[src/rtl/hfu_pkg.sv]
// rtl/hfu_pkg.sv - shared types, defaults and helpers for the hazard/forward unit
package hfu_pkg;

    localparam int HFU_REG_AW     = 3;
    localparam int HFU_NSRC       = 2;
    localparam int HFU_DEPTH      = 2;
    localparam int HFU_LOAD_STAGE = 2;
    localparam int HFU_ZERO_REG   = 1;

    // Widest register address an entry can hold; narrower addresses are zero-extended.
    localparam int HFU_MAX_AW = 8;

    typedef struct packed {
        logic                  valid;
        logic                  regwrite;
        logic [HFU_MAX_AW-1:0] rd;
    } hfu_entry_t;

    function automatic int hfu_selw(input int depth);
        return $clog2(depth + 1);
    endfunction

    function automatic logic hfu_is_producer(input hfu_entry_t e, input bit zero_reg);
        return e.valid && e.regwrite && !(zero_reg && (e.rd == '0));
    endfunction

endpackage

[src/rtl/hfu_prio_match.sv]
// rtl/hfu_prio_match.sv - nearest-producer select for one source operand
module hfu_prio_match
    import hfu_pkg::*;
#(
    parameter int REG_AW   = HFU_REG_AW,
    parameter int DEPTH    = HFU_DEPTH,
    parameter bit ZERO_REG = 1'b1,
    parameter int SELW     = hfu_selw(HFU_DEPTH)
) (
    input  logic                   en,
    input  logic [REG_AW-1:0]      addr,
    input  hfu_entry_t [DEPTH-1:0] entries,
    output logic [SELW-1:0]        sel
);

    // Scan oldest to youngest so the nearest matching stage is the last one written.
    always_comb begin
        sel = '0;
        if (en) begin
            for (int k = DEPTH; k >= 1; k--) begin
                if (hfu_is_producer(entries[k-1], ZERO_REG) &&
                    (entries[k-1].rd == HFU_MAX_AW'(addr))) begin
                    sel = SELW'(k);
                end
            end
        end
    end

endmodule

[src/rtl/hazard_forward_unit.sv]
// rtl/hazard_forward_unit.sv - destination tag pipeline, bypass selects and load-use stall
module hazard_forward_unit
    import hfu_pkg::*;
#(
    parameter int REG_AW     = HFU_REG_AW,
    parameter int NSRC       = HFU_NSRC,
    parameter int DEPTH      = HFU_DEPTH,
    parameter int LOAD_STAGE = HFU_LOAD_STAGE,
    parameter int ZERO_REG   = HFU_ZERO_REG
) (
    input  logic                              clk,
    input  logic                              rst,
    input  logic                              id_valid,
    input  logic [NSRC*REG_AW-1:0]            id_rs,
    input  logic [REG_AW-1:0]                 id_rd,
    input  logic                              id_regwrite,
    input  logic                              id_is_load,
    input  logic                              flush,
    output logic                              stall,
    output logic [NSRC*hfu_selw(DEPTH)-1:0]   fwd_sel,
    output logic [15:0]                       stall_count
);

    localparam int SELW = hfu_selw(DEPTH);
    localparam int LD_N = (LOAD_STAGE > 1) ? LOAD_STAGE - 1 : 1;
    localparam bit ZR   = (ZERO_REG != 0);

    // ent_q[0] is EX, ent_q[k] is post-EX stage k.
    hfu_entry_t [DEPTH:0]      ent_q;
    // Load flags are only kept for the stages that can still cause a stall.
    logic [LD_N-1:0]           load_q;
    logic [NSRC*REG_AW-1:0]    ex_rs_q;
    logic [15:0]               stall_count_q;
    hfu_entry_t                id_entry;
    logic                      load_hit;

    always_comb begin
        id_entry          = '0;
        id_entry.valid    = id_valid;
        id_entry.regwrite = id_regwrite;
        id_entry.rd       = HFU_MAX_AW'(id_rd);
    end

    always_ff @(posedge clk) begin
        if (rst) begin
            ent_q   <= '0;
            load_q  <= '0;
            ex_rs_q <= '0;
        end else begin
            for (int k = DEPTH; k >= 1; k--) begin
                ent_q[k] <= ent_q[k-1];
            end
            ent_q[0]  <= (flush || stall) ? '0 : id_entry;
            load_q[0] <= id_is_load;
            for (int s = LD_N - 1; s >= 1; s--) begin
                load_q[s] <= load_q[s-1];
            end
            ex_rs_q <= id_rs;
        end
    end

    // A load still short of the stage that carries its data blocks any ID reader.
    always_comb begin
        load_hit = 1'b0;
        for (int s = 0; s <= LOAD_STAGE - 2; s++) begin
            for (int i = 0; i < NSRC; i++) begin
                if (load_q[s] && hfu_is_producer(ent_q[s], ZR) &&
                    (ent_q[s].rd == HFU_MAX_AW'(id_rs[i*REG_AW +: REG_AW]))) begin
                    load_hit = 1'b1;
                end
            end
        end
    end

    assign stall = id_valid && !flush && load_hit;

    for (genvar i = 0; i < NSRC; i++) begin : g_src
        hfu_prio_match #(
            .REG_AW   (REG_AW),
            .DEPTH    (DEPTH),
            .ZERO_REG (ZR),
            .SELW     (SELW)
        ) u_match (
            .en      (ent_q[0].valid),
            .addr    (ex_rs_q[i*REG_AW +: REG_AW]),
            .entries (ent_q[DEPTH:1]),
            .sel     (fwd_sel[i*SELW +: SELW])
        );
    end

    always_ff @(posedge clk) begin
        if (rst) begin
            stall_count_q <= '0;
        end else if (stall && (stall_count_q != 16'hFFFF)) begin
            stall_count_q <= stall_count_q + 16'd1;
        end
    end

    assign stall_count = stall_count_q;

endmodule

[config.mk]
export PLATFORM = sky130hd
export DESIGN_NAME = hazard_forward_unit
export DESIGN_NICKNAME = d
export VERILOG_FILES = /design/src/rtl/hfu_pkg.sv /design/src/rtl/hfu_prio_match.sv /design/src/rtl/hazard_forward_unit.sv
export SDC_FILE = /design/constraint.sdc
export NUM_CORES = 1
export LEC_CHECK = 0
export CAP_MARGIN = 15
export CORE_ASPECT_RATIO = 0.5
export CORE_MARGIN = 2
export CORE_UTILIZATION = 50
export CTS_CLUSTER_DIAMETER = 100
export DETAILED_ROUTE_END_ITERATION = 10
export GPL_ROUTABILITY_DRIVEN = 0
export GPL_TIMING_DRIVEN = 0
export PLACE_DENSITY = 0.79
export SKIP_CTS_REPAIR_TIMING = 1
export SLEW_MARGIN = 20
export SYNTH_ARGS = -nofsm -noshare
export SYNTH_HDL_FRONTEND = slang
export SYNTH_SLANG_ARGS = --single-unit
[constraint.sdc]
create_clock -name clk -period 2.05 [get_ports clk]
set_input_delay 0.5125 -clock clk [delete_from_list [all_inputs] [get_ports clk]]
set_output_delay 0.5125 -clock clk [all_outputs]
set_load 0.01 [all_outputs]
**Word-level counts from Yosys, hierarchy flattened**

Index checks and enable logic that the tools add are counted.

- Register bits: 53
- Bits of input ports: 15
- Word-level logic and storage cells: 54

- $add $sub $neg: 1
- Eq/ne operators: 7
- Mux-type cells: 8
- Reductions and logical operators: 25

Operators by type and width:

| operator | number |
|---|---|
| 8-bit by 3-bit == test with 1-bit output | 6 |
| 8-bit zero test | 3 |
| 16-bit by 1-bit adder with 16-bit output (second input constant) | 1 |
| 1-bit logical AND | 16 |
| 16-bit inequality test (second input constant) | 1 |
| 2-bit two-way mux | 6 |
| 1-bit zero test | 4 |
| 1-bit two-way mux | 2 |
| 2-bit OR reduction | 1 |
| 1-bit logical OR | 1 |

**Depth between registers and ports, before layout**

Gate-level depths: netlist of run 1.

- Word-level depth: 10
- Mapped depth: 6
- Gate-level depth less buffers: 6

**Hierarchy**

A second synthesis of run 1 with hierarchy kept.

- Cells, all modules: 202
- Area total of the unflattened synthesis: 1879.3 sq um

Modules (own cells, without submodules):

| module | times used | cells an instance | area an instance (sq um) |
|---|---|---|---|
| hazard_forward_unit | 1 | 164 | 1604.0 |
| hfu_prio_match | 2 | 19 | 137.6 |

**Least setup slack after synthesis of run 1**

OpenSTA, ideal clock, no wires.

- Path kind: in2reg
- Start: input flush
- End: register stall_count_q[15] (netlist: stall_count[15])
- Setup time: 0.123 ns
- Arrival time: 1.811 ns
- Required time: 1.927 ns
- Path slack: 0.116 ns
- Cell stages on the path: 5
- Buffers on the path: 0
- Cells stage by stage: and4b_1 > nand2_1 > a2111oi_4 > nand4_1 > mux2_1

- Cells in the longest elaborated chain, start to end: 4

RTL lines:

| item | line | text |
|---|---|---|
| start: declaration | hazard_forward_unit.sv:18 | `input logic flush,` |
| 1-bit zero test | hazard_forward_unit.sv:75 | `assign stall = id_valid && !flush && load_hit;` |
| 1-bit logical AND (2 in series) | hazard_forward_unit.sv:75 |  |
| 1-bit logical AND | hazard_forward_unit.sv:94 | `end else if (stall && (stall_count_q != 16'hFFFF)) begin` |
| end signal: assignment | hazard_forward_unit.sv:95 | `stall_count_q <= stall_count_q + 16'd1;` |
| end: declaration | hazard_forward_unit.sv:33 | `logic [15:0] stall_count_q;` |

Every way passes these cells.
A chain may end at the register's enable or synchronous reset.

**Worst setup path in the final report of run 1**

- Start: register ent_q[1] in the netlist's numbering
- End: output stall

- Cells in the longest elaborated chain, start to end: 8
- Elaborated cells between the ends (all ways): 11
- Classes of those cells: eq/ne: 2; mux: 2; reduce/logical: 7

RTL lines:

| item | line | text |
|---|---|---|
| start: declaration | hazard_forward_unit.sv:29 | `hfu_entry_t [DEPTH:0] ent_q;` |
| start signal: indexed assignment | hazard_forward_unit.sv:51 | `ent_q[k] <= ent_q[k-1];` |
| 8-bit zero test | hfu_pkg.sv:24 | `return e.valid && e.regwrite && !(zero_reg && (e.rd == '0));` |
| 1-bit zero test | hfu_pkg.sv:24 |  |
| 1-bit logical AND | hfu_pkg.sv:24 |  |
| 1-bit logical AND (2 in series) | hazard_forward_unit.sv:67 | `if (load_q[s] && hfu_is_producer(ent_q[s], ZR) &&` |
| 1-bit two-way mux | hazard_forward_unit.sv:67 |  |
| 1-bit two-way mux * | hazard_forward_unit.sv:67 |  |
| 1-bit logical AND * | hazard_forward_unit.sv:75 |  |
| end: declaration | hazard_forward_unit.sv:19 | `output logic stall,` |

Mark *: on every way between the ends. The rest lies on a longest branch, timed or not.

==> results of run 1 <==
[worst max-delay path: cells and delay by family, from the launching register on]
family                 cells  cell delay (ps)
AO/OA/AOI/OAI              1              270
AND/OR/NAND/NOR            1              150
buffers and inverters      2              240
XOR/XNOR                   1              310
flip-flops                 1              350
[kinds of logic after synthesis]
kind of cell             after synthesis  share of synthesized area (%)
AND/OR/NAND/NOR                       84                          29.46
flip-flops                            38                          44.67
AO/OA/AOI/OAI                         23                          9.626
XOR/XNOR                              19                          9.772
buffers and inverters                 10                          2.425
multiplexers                           5                          3.306
adder cells (fa/ha/maj)                1                         0.7346
[per-layer routing]
| metal | share of wire, % | track usage, % |
|---|---|---|
| met1 | 41 | 23.75 |
| met2 | 51 | 36.62 |
| met3 | 6.7 | 8.410 |
| met4 | 1.3 | 6.875 |
| met5 | 0 | 0 |
[state kept, by name, summed over array words and instances, names as in the netlist]
register	count
stall_count	16
ent_q	15
ex_rs_q	6
load_q	1
[cell usage in the layout (no fill, tap or decap), types with 5 or more instances in the layout]
cell type / netlist / final
clkbuf_8: 0 / 6
buf_4: 1 / 6
dlymetal6s2s_1: 0 / 11
dfxtp_1: 38 / 34
o31ai_1: 5 / 5
nand3_1: 9 / 7
and2_1: 8 / 8
xor2_1: 6 / 6
nor2_1: 11 / 11
nor3_1: 5 / 5
clkdlybuf4s50_1: 0 / 22
nor2b_1: 21 / 21
a21oi_1: 10 / 10
xnor2_1: 13 / 9
nand4_1: 8 / 8
[cell type report]
type,count,area share [%]
Buffer,7,1.264
Clock buffer,6,3.476
Clock inverter,1,1.264
Inverter,3,0.4739
Multi-Input combinational cell,132,41.65
Sequential cell,38,32.23
Tap cell,40,2.106
Timing Repair Buffer,41,17.54
[power by group through the flow]
stage	logic [mW]	clock network, mW	registers [mW]
2_1_floorplan	0.0517	0	0.781
3_3_place_gp	0.0893	0	0.784
3_5_place_dp	0.0919	0	0.785
4_1_cts	0.0920	0.653	0.767
5_1_grt	0.119	0.688	0.772
6_report	0.110	0.643	0.771
[worst max path at each step]
| stage | start | end | slack, ps | cells after the start |
|---|---|---|---|---|
| floorplan | flush | stall_count[15]$_SDFFE_PP0P_ | 120 | 5 |
| global placement | id_rs[5] | stall | -710 | 6 |
| detailed placement | id_rs[3] | stall | -730 | 6 |
| CTS | id_rs[4] | stall | -730 | 6 |
| global route | ent_q[1]$_SDFF_PP0_ | stall | -150 | 5 |
| finish | ent_q[1]$_SDFF_PP0_ | stall | -70 | 5 |
[metrics by stage]
stage          worst slack, ps  util [%]  instance area, um^2
6_report                -74.66     76.20                 2376
4_1_cts                 -733.8     71.07                 2216
3_3_place_gp            -709.4     67.46                 2103
5_1_grt                 -147.6     76.20                 2376
2_1_floorplan            116.2         -                 1703
3_5_place_dp            -730.7     67.46                 2103
==> results.tsv, run 1 <==
metric	value	unit
placementRows	14	
multi_input_area	989.7	um^2
routedWlPerCell	14.95	um
cts_tree	built	
setup_tns	-74.66	ps
worst_pin_slew	508.5	ps
synthToLayoutAreaGrowth	39.53	%
min_to	ent_q[9]$_SDFF_PP0_	
viasPerCell	5.541	
vdd_ir_drop_max	0.3982	mV
drc	0	
max_cap_viol_count	0	
syn-num-nets	196	
yosysUniqueCellTypes	32	
critPathSlowestCell	dfxtp_1	
yosysMostFrequentCell	dfxtp_1	
cts.sinks	38	
rsz0062_at_grt	true	
syn_area	1703	um^2
fmax	0.4707	GHz
synth_edf_count	0	
rrSetupSlack	10	ps
synth_top_flop_cell	dfxtp_1	
r2r-end	stall_count[15]$_SDFFE_PP0P_	
status	complete, but fails checks	
port_buffers	35	
drive_gt1_share	16.23	%
clockPowerShare	42.2	%
regArea	765.7	um^2
cp_data_required_time	1540	ps
cts_made_buffers	5	
finalPower	1.524	mW
period_needed	2125	ps
crit_type	reg2out	
p_sw_share	20.97	%
die_w	86.53	um
cp.arrival	1610	ps
num_antenna_cells	0	
critPathMaxStageDelay	350	ps
drt-initial-drc-count	33	
min_period_over_period	103.6	%
internal_power	1.204	mW
ios	36	
grt_pass1_wl	6.023	mm
fin_ws	-74.66	ps
async_flop_share	0	%
combPwrFrac	7.2	%
ys_seq_area_share	44.67	%
num_vias	1485	
syn-instance-count	180	
crit_fanout	8	
finalSetupViolCount	1	
ys_ff_latch	38	
grt_usage	20.82	%
antenna_found_initial	0	
dp.cells	255	
cts.clk_slew.worst_paths	70	ps
min-delay-start	id_valid	
yosysWarnings	0	
r2r_cells	7	
worstSetupStartpointType	flop	
ys_top_cells_by_area	dfxtp_1 45%, nor2b_1 7.7%, xnor2_1 6.7%, mux2_1 3.3%, xor2_1 3.1%	
clockRootBuffer	clkbuf_8	
grt_pass1_vias	1356	
p_sw	319.5	uW
powerDensity	641.2	nW/um^2
slew_headroom	66.10	%
synth.largest_area_cell	dfxtp_1	
first_pass_iters	4	
p_leak	0.9997	nW
avgSynthCellArea	9.460	um^2
holdPathStages	2	
critPathCaptureType	output port	
slew_viol_final	0	
post-dp-hpwl	2.631	mm
synth.top_cell.area_share	44.67	%
die_h	45.27	um
cts_htree_levels	2	
seqPwrFrac	50.6	%
nets	244	
initial_core_util	54.61	%
synth_commonest_cells	38 x dfxtp_1, 21 x nor2b_1, 13 x xnor2_1, 11 x nor2_1, 10 x a21oi_1	
hold_path.class	in2reg	
grt_max_degree	12	
insertion_delay	290	ps
holdWs	457.7	ps
crit_chain	xnor2_1 > nand3_2 > a21o_4 > inv_1 > clkbuf_2	
nFillCells	238	
worst_clock_skew	7.332	ps
grt_remaining_overflow	0	
antenna_left	0	
cts_max_path_buffers	2	
core	3118	um^2
layout.cells.non_filler	268	
wl	4.007	mm
dieArea	3917	um^2
violations	negative setup slack	
hold_violations	0	
rr_startpoint	ent_q[1]$_SDFF_PP0_	
Note: power is estimated with default switching activity, not from simulation.
==> run 2: changes to the inputs <==
--- a/config.mk
+++ b/config.mk
@@ -8,12 +8,12 @@
 export CAP_MARGIN = 15
 export CORE_ASPECT_RATIO = 0.5
 export CORE_MARGIN = 2
-export CORE_UTILIZATION = 50
+export CORE_UTILIZATION = 45
 export CTS_CLUSTER_DIAMETER = 100
 export DETAILED_ROUTE_END_ITERATION = 10
 export GPL_ROUTABILITY_DRIVEN = 0
 export GPL_TIMING_DRIVEN = 0
-export PLACE_DENSITY = 0.79
+export PLACE_DENSITY = 0.75
 export SKIP_CTS_REPAIR_TIMING = 1
 export SLEW_MARGIN = 20
 export SYNTH_ARGS = -nofsm -noshare
==> constraint.sdc (replaced) <==
create_clock -name clk -period 1.9 [get_ports clk]
set_input_delay 0.475 -clock clk [delete_from_list [all_inputs] [get_ports clk]]
set_output_delay 0.475 -clock clk [all_outputs]
set_load 0.01 [all_outputs]
==> run 2 against run 1 <==
  * The run now ends clean
  * Final area is 5.8% higher
  * Setup slack better by 90 ps
  * Hold slack worse by 28 ps
  * Sequential power is 7.5% higher
  * Clock skew is 1.8 ps higher
  * Global-route usage is 3.4 points lower
  * Sequential share of layout area is 0.73 points lower
  * Combinational power is 8% higher
  * Non-clock buffer count is 5 higher
  * Clock power is 7.8% higher
  * Largest cell class unchanged
==> results.tsv, run 2 (synthesis gave the netlist of run 1 again) <==
metric	value	unit
worst_pin_slew	518.7	ps
post-dp-hpwl	2.688	mm
grt_pass1_vias	1301	
rsz0062_at_grt	true	
p_leak	1.002	nW
antenna_left	0	
wl	4.124	mm
crit_path_end	fwd_sel[0]	
die_h	47.50	um
p_sw_share	21.00	%
drt-initial-drc-count	40	
grt.met3_usage	4.409	%
routedWlPerCell	14.52	um
finalSetupViolCount	0	
grt_pass1_wl	5.775	mm
drc	0	
fmax	0.5306	GHz
drive_gt1_share	28.33	%
critPathMaxStageDelay	380	ps
crit_type	reg2out	
clockRootBuffer	clkbuf_8	
cp.arrival	1410	ps
cts_tree	built	
slew_headroom	65.42	%
grt_busiest_layer	met2	
largest_reg_flops	16	
r2r-end	stall_count[5]$_SDFFE_PP0P_	
placementRows	15	
combPwrFrac	7.2	%
port_buffers	35	
antenna_found_initial	0	
grt_use_met2	32.00	%
p_sw	344.7	uW
insertion_delay	290	ps
critPathCaptureType	output port	
placed_cell_area	2117	um^2
finish.instance_area	2515	um^2
pre_cts_ws	-833.4	ps
crit_start	ent_q[12]$_SDFF_PP0_	
critPathSlowestCell	dfxtp_4	
grt_remaining_overflow	0	
holdWs	429.9	ps
rrSetupSlack	40	ps
grt_max_degree	12	
viasPerCell	5.254	
worstSetupStartpointType	flop	
internal_power	1.296	mW
cts_made_buffers	5	
layout_common_cells	23 x dfxtp_1, 22 x clkdlybuf4s50_1, 21 x nor2b_1	
crit_fanout	4	
rr_startpoint	ent_q[1]$_SDFF_PP0_	
setup_tns	0	ps
dieArea	4322	um^2
core	3528	um^2
status	completed	
num_vias	1492	
powerDensity	652.6	nW/um^2
first_pass_iters	4	
final_common_cell	dfxtp_1	
cp_data_required_time	1420	ps
grt_usage	17.43	%
finalPower	1.641	mW
min_period_over_period	99.19	%
worst_clock_skew	9.173	ps
cts.sinks	38	
num_antenna_cells	0	
cts.clk_slew.worst_paths	70	ps
hold_violations	0	
hold_path.class	in2reg	
fin_ws	15.31	ps
r2r_cells	7	
cts_max_path_buffers	2	
period_needed	1885	ps
ios	36	
slew_viol_final	0	
crit_chain	xor2_2 > nor4_2 > and2_1 > buf_2	
seqPwrFrac	50.5	%
vdd_ir_drop_max	0.3636	mV
synthToLayoutAreaGrowth	47.69	%
nets	249	
initial_core_util	48.26	%
max_cap_viol_count	0	
grt_util_met1	20.37	%
clockPowerShare	42.2	%
cts_htree_levels	2	
die_w	91.00	um
-- run 2: layout make-up --
class,instances,area (um^2)
clock buffer,6,82.58
fill,261,1013
timing repair buffer,46,437.9
buffer,7,31.28
clock inverter,1,30.03
inverter,3,13.76
multi-input combinational,132,1064
sequential,38,792.0
tap,51,63.81
-- run 2: power by group through the flow --
stage | logic [mW] | clock network (mW) | registers, mW
CTS | 0.101 | 0.705 | 0.828
global route | 0.128 | 0.739 | 0.831
detailed placement | 0.100 | 0 | 0.846
finish | 0.119 | 0.693 | 0.829
floorplan | 0.0558 | 0 | 0.843
global placement | 0.0970 | 0 | 0.846
-- run 2: critical path: cells and delay by family (launching register included) --
family                 cells  cell delay [ps]
XOR/XNOR                   1              150
AND/OR/NAND/NOR            2              470
buffers and inverters      1              120
flip-flops                 1              380
-- run 2: per-layer routing --
metal | vias up | share of wire, %
met5 | - | 0
met2 | 48 | 51
li1 | 735 | -
met3 | 5 | 5.0
met4 | 0 | 0.87
met1 | 704 | 43
-- run 2: worst min-delay path by stage --
| stage | startpoint | endpoint | slack [ps] | cells past startpoint |
|---|---|---|---|---|
| after floorplan | ent_q[8]$_SDFF_PP0_ | ent_q[18]$_SDFF_PP0_ | 430 | 1 |
| after global placement | ent_q[18]$_SDFF_PP0_ | ent_q[28]$_SDFF_PP0_ | 450 | 1 |
| after detailed placement | ent_q[19]$_SDFF_PP0_ | ent_q[29]$_SDFF_PP0_ | 460 | 1 |
| after CTS | ent_q[19]$_SDFF_PP0_ | ent_q[29]$_SDFF_PP0_ | 470 | 1 |
| after global routing | id_valid | ent_q[9]$_SDFF_PP0_ | 420 | 2 |
| final | id_valid | ent_q[9]$_SDFF_PP0_ | 430 | 2 |
-- run 2: metrics by stage --
stage          util, %  std cells
2_1_floorplan        -        180
3_3_place_gp     60.00        266
3_5_place_dp     60.00        266
4_1_cts          63.19        273
5_1_grt          71.28        284
6_report         71.28        284
